<file path="config.mk">
export PLATFORM = sky130hd
export DESIGN_NAME = hamming_serial_rx
export DESIGN_NICKNAME = d
export VERILOG_FILES = /design/src/rtl/hamming_serial_rx.sv
export SDC_FILE = /design/constraint.sdc
export NUM_CORES = 1
export LEC_CHECK = 0
export CORE_MARGIN = 4
export CORE_UTILIZATION = 49
export CTS_CLUSTER_DIAMETER = 120
export DETAILED_ROUTE_END_ITERATION = 7
export GPL_ROUTABILITY_DRIVEN = 0
export PLACE_DENSITY = 0.87
export SETUP_SLACK_MARGIN = 0.1
export SLEW_MARGIN = 0
export SYNTH_ARGS = -nofsm -noshare
export SYNTH_HDL_FRONTEND = slang
export SYNTH_SLANG_ARGS = --single-unit
</file>
<file path="constraint.sdc">
create_clock -name clk -period 2.1 [get_ports clk]
set_input_delay 0.42 -clock clk [delete_from_list [all_inputs] [get_ports clk]]
set_output_delay 0.42 -clock clk [all_outputs]
set_load 0.05 [all_outputs]
</file>
<file path="src/rtl/hamming_serial_rx.sv">
// Bit-serial SECDED Hamming (12,7) receiver: deserialises a code word,
// corrects single errors, presents the word on valid/ready and keeps error counters.
module hamming_serial_rx #(
  parameter int CNT_W = 8
) (
  input  logic             clk,
  input  logic             rst,
  input  logic             sdi,
  input  logic             sdi_valid,
  input  logic             sof,
  input  logic             out_ready,
  input  logic             clr_cnt,
  output logic [6:0]       data_out,
  output logic [1:0]       ds,
  output logic [3:0]       syndrome,
  output logic             out_valid,
  output logic             frame_err,
  output logic             overrun,
  output logic [CNT_W-1:0] corr_cnt,
  output logic [CNT_W-1:0] det_cnt
);

  localparam logic [3:0]       IDLE    = 4'd0;
  localparam logic [3:0]       LAST    = 4'd11;
  localparam logic [CNT_W-1:0] CNT_MAX = {CNT_W{1'b1}};

  // Handshake: a word transfers on any edge where out_valid && out_ready;
  // while out_valid && !out_ready the word and its status stay frozen.

  // bit_cnt is the framing state: 0 = IDLE, k = RX(k), next index to store.
  logic [3:0]  bit_cnt;
  logic [3:0]  cnt_n;
  logic [10:0] rx_bits;

  logic        abort;
  logic        word_done;
  logic        store_bit;
  logic [3:0]  wr_idx;

  logic [11:0] code;
  logic        par;
  logic [3:0]  chk;
  logic [10:0] fixed;
  logic [1:0]  ds_n;
  logic [6:0]  data_n;

  logic        load;
  logic        drop;

  // State register
  always_ff @(posedge clk or negedge rst) begin
    if (!rst) bit_cnt <= IDLE;
    else      bit_cnt <= cnt_n;
  end

  // Next-state
  always_comb begin
    cnt_n = bit_cnt;
    if (sdi_valid) begin
      if (sof)                   cnt_n = 4'd1;
      else if (bit_cnt == LAST)  cnt_n = IDLE;
      else if (bit_cnt != IDLE)  cnt_n = bit_cnt + 4'd1;
    end
  end

  // State-derived controls
  always_comb begin
    abort     = sdi_valid && sof && (bit_cnt != IDLE);
    word_done = sdi_valid && !sof && (bit_cnt == LAST);
    store_bit = sdi_valid && (sof || ((bit_cnt != IDLE) && (bit_cnt != LAST)));
    wr_idx    = sof ? 4'd0 : bit_cnt;
  end

  always_ff @(posedge clk or negedge rst) begin
    if (!rst)           rx_bits         <= '0;
    else if (store_bit) rx_bits[wr_idx] <= sdi;
  end

  // Decode sees the 11 stored bits plus the index-11 bit still on sdi.
  always_comb begin
    code   = {sdi, rx_bits};
    par    = ^code;
    chk[0] = code[0] ^ code[2] ^ code[4] ^ code[6] ^ code[8] ^ code[10];
    chk[1] = code[1] ^ code[2] ^ code[5] ^ code[6] ^ code[9] ^ code[10];
    chk[2] = code[3] ^ code[4] ^ code[5] ^ code[6];
    chk[3] = code[7] ^ code[8] ^ code[9] ^ code[10];
    fixed  = code[10:0];
    for (int i = 0; i < 11; i++) begin
      if (par && (chk == 4'(i + 1))) fixed[i] = ~code[i];
    end
    if (!par && (chk == 4'd0))     ds_n = 2'b00;
    else if (par && (chk <= LAST)) ds_n = 2'b01;
    else                           ds_n = 2'b10;
    data_n = {fixed[10], fixed[9], fixed[8], fixed[6], fixed[5], fixed[4], fixed[2]};
  end

  always_comb begin
    load = word_done && (!out_valid || out_ready);
    drop = word_done && out_valid && !out_ready;
  end

  always_ff @(posedge clk or negedge rst) begin
    if (!rst) begin
      data_out  <= '0;
      ds        <= '0;
      syndrome  <= '0;
      out_valid <= 1'b0;
      frame_err <= 1'b0;
    end else begin
      frame_err <= abort;
      if (load) begin
        data_out  <= data_n;
        ds        <= ds_n;
        syndrome  <= chk;
        out_valid <= 1'b1;
      end else if (out_valid && out_ready) begin
        out_valid <= 1'b0;
      end
    end
  end

  // Clear wins over a same-edge increment or overrun set.
  always_ff @(posedge clk or negedge rst) begin
    if (!rst) begin
      corr_cnt <= '0;
      det_cnt  <= '0;
      overrun  <= 1'b0;
    end else if (clr_cnt) begin
      corr_cnt <= '0;
      det_cnt  <= '0;
      overrun  <= 1'b0;
    end else begin
      if (drop) overrun <= 1'b1;
      if (load && (ds_n == 2'b01) && (corr_cnt != CNT_MAX)) corr_cnt <= corr_cnt + CNT_W'(1);
      if (load && (ds_n == 2'b10) && (det_cnt != CNT_MAX))  det_cnt  <= det_cnt + CNT_W'(1);
    end
  end

endmodule

</file>
==> impl_metrics.tcl <==
set metrics [dict create \
    status "finished, violations left" \
    failed_checks "setup timing" \
    syn_area_um2 2719 \
    totalNegativeSetupSlack_ns -0.08974 \
    path_clk_slew_ns 0.09 \
    num_rows 26 \
    powerDensity_nw_per_um2 1678 \
    synth-edff-count 0 \
    pwr-share-seq_pct 20.4 \
    die_w_um 82.49 \
    port_buffers 38 \
    drtIter0Drc 165 \
    critPathArrivalTime_ns 2.33 \
    critPathLaunchType "register" \
    areaGrowthSynthToFinish_pct 43.12 \
    cts_max_path_buffers 2 \
    worst_slack_ns -0.03097 \
    ys_warn_count 0 \
    slew_headroom_pct 60.90 \
    setup_viol 5 \
    cp.required_ns 2.30 \
    post-place-ws_ns -0.4697 \
    start_util_pct 51.91 \
    worst_path_largest_cell_delay_ns 0.48 \
    worst_slew_pin_slew_ns 0.5865 \
    diodes 0 \
    maxSlewViolCount 0 \
    drc_errors 0 \
    critPathTopFamily "XOR/XNOR gates" \
    ant_nets 0 \
    cts_hold_buf 0 \
    synth_fp_nets 277 \
    internal_power_mw 3.645 \
    cp_slowest_cell "dfrtp_1" \
    syn_avg_cell_area_um2 10.22 \
    multi_input_area_um2 1709 \
    p_sw_mw 2.886 \
    crit_fanout 5 \
    comb_power_share_pct 68.7 \
    num_vias 2327 \
    routedWlPerCell_um 17.67 \
    root_buffer "clkbuf_8" \
    fin_crit_ns 2.131 \
    core_um2 5238 \
    die-area_um2 6805 \
    cp-end-kind "register" \
    htree_num_levels 2 \
    leakage_nw 1.784 \
    nFillCells 319 \
    numCtsBuffers 5 \
    max-cap-violations 0 \
    yosysUniqueCellTypes 48 \
    hold_path_class "input pin to async pin" \
    finClkSkew_ns 0.007816 \
    nNetsFinal 363 \
    swShare_pct 44.19 \
    fmax_mhz 469.3 \
    syn-instance-count 266 \
    grt_max_degree 25 \
    hold_viol 0 \
    dp_hpwl_um 4397 \
    grt_overflow_total 0 \
    worstPathCellList "xnor2_2 > xnor3_2 > o2111ai_4 > a21oi_2 > nand2_1 > mux2_4" \
    antenna_found_initial 0 \
    finalCritPeriodShare_pct 101.5 \
    cp_num_buf_inv 0 \
    firstDrtPassIters 5 \
    power.share.clock_pct 10.9 \
    seq_area_frac_synth_pct 43.26 \
    grt_first_pass_wirelength_um 11190 \
    vias_per_cell 5.501 \
    grt_pass1_vias 2306 \
    track_usage_pct 22.03 \
    critical_path_class "register to register" \
    clock_latency_ns 0.31 \
    drive_gt1_share_pct 33.43 \
    rsz0062_at_grt "true" \
    synthArstFlopShare_pct 100.0 \
    ys_seq_elements 47 \
    finalWirelength_um 7476 \
    regArea_um2 1181 \
    synth_ff_type "dfrtp_1" \
    irDropWorstVdd_mv 1.107 \
    clock-sinks 47 \
    io_pins 39 \
    total_power_mw 6.530 \
    dieHeight_um 82.49 \
    cts_tree "yes" \
]
==> final cells by class <==
class	instances	share of cell area, %
Sequential cell	47	30.35
Inverter	6	0.5788
Timing Repair Buffer	88	19.87
Clock buffer	6	2.122
Clock inverter	2	0.9003
Tap cell	70	2.251
Multi-Input combinational cell	204	43.92
==> synth_stat cells (3+ instances only) <==
cell type / count / area (um^2)
o21ai_0: 20 / 100.1
xnor2_1: 15 / 131.4
a21oi_1: 8 / 40.04
nor3_1: 3 / 15.01
ha_1: 4 / 50.05
dfrtp_1: 47 / 1176
nor4_1: 3 / 18.77
nand2b_1: 3 / 18.77
nand3_1: 8 / 40.04
nor2b_1: 5 / 31.28
mux2i_1: 3 / 30.03
inv_1: 6 / 22.52
buf_2: 4 / 20.02
mux2_2: 14 / 157.7
nand2_1: 41 / 153.9
xor2_1: 9 / 78.83
clkbuf_1: 3 / 11.26
nor2_1: 21 / 78.83
and3_1: 7 / 43.79
or3_1: 4 / 25.02
==> cell families after synthesis <==
family                   share of synthesized area, %
AO/OA/AOI/OAI                                   11.51
AND/OR/NAND/NOR                                 18.59
multiplexers                                    7.317
buffers and inverters                           2.531
adder cells (fa/ha/maj)                         2.255
XOR/XNOR                                        14.54
flip-flops                                      43.26
==> stage by stage <==
step,area [um^2],cells,hold slack [ns],utilization [%]
final,3891,423,0.1039,74.30
after global routing,3891,423,0.1525,74.30
after CTS,3760,417,0.1219,71.79
after detailed placement,3403,398,0.4487,64.98
after global placement,3403,398,0.4371,64.98
after floorplan,2745,266,0.1244,-
==> power groups by stage <==
stage               clock network, mW  registers, mW  logic [mW]
floorplan                           0           1.53        2.11
global placement                    0           1.28        3.15
detailed placement                  0           1.30        3.26
CTS                             0.704           1.32        3.92
global route                    0.740           1.35        4.74
finish                          0.711           1.34        4.48
==> per-layer routing <==
metal | global-route usage [%] | share of wire, % | vias to the layer above | wire [um]
li1 | - | - | 1094 | -
met1 | 26.52 | 41 | 1130 | 3028
met2 | 39.66 | 52 | 86 | 3902
met4 | 7.353 | 2.5 | 0 | 185
met5 | 0 | 0 | - | 0
met3 | 3.796 | 4.8 | 17 | 359
==> layout by cell type, fill, tap and decap left out, types with 3 or more instances in the layout <==
cell type	n
ha_1	4
xnor2_1	6
and3_1	7
dlymetal6s2s_1	7
or3_1	3
xnor2_4	5
xor2_1	8
dlygate4sd2_1	5
clkdlybuf4s50_1	25
nand2b_1	3
a21oi_1	5
nand2_1	40
nor2_1	19
buf_4	47
xnor2_2	7
mux2_2	14
nor3_1	3
clkbuf_8	6
o21ai_0	20
dfrtp_2	4
dfrtp_1	43
inv_1	6
a21oi_2	3
buf_6	3
nor2b_1	5
nand3_1	6
==> worst paths after layout <==
kind / from / end / slack (ns) / cells past startpoint
max: rx_bits[6] / det_cnt[6] / -0.03 / 6
min: rst / frame_err / 0.10 / 1
max reg2reg: rx_bits[6] / det_cnt[6] / -0.03 / 6
min reg2reg: syndrome[1] / syndrome[1] / 0.48 / 2
max in group asynchronous: rst / rx_bits[8] / 1.29 / 2
min in group clk: syndrome[1] / syndrome[1] / 0.48 / 2
==> registers in the layout (all words and copies together), names as in the netlist <==
signal and cells:
rx_bits 11, corr_cnt 8, det_cnt 8, data_out 7
bit_cnt 4, syndrome 4, ds 2, frame_err 1
out_valid 1, overrun 1
==> what timing repair did <==
action                     in CTS  in global routing
buffers inserted               11                  6
resized for setup              32                 21
setup endpoints to repair      19                 36
pin swaps                      17                 12
==> worst register-to-register path, cell delays in order (launching register included) <==
cell and delay [ns]:
dfrtp_1 0.48, xnor2_2 0.23, xnor3_2 0.49, o2111ai_4 0.31, a21oi_2 0.12, nand2_1 0.10, mux2_4 0.30
No activity file was read; power rests on OpenSTA's default activity.
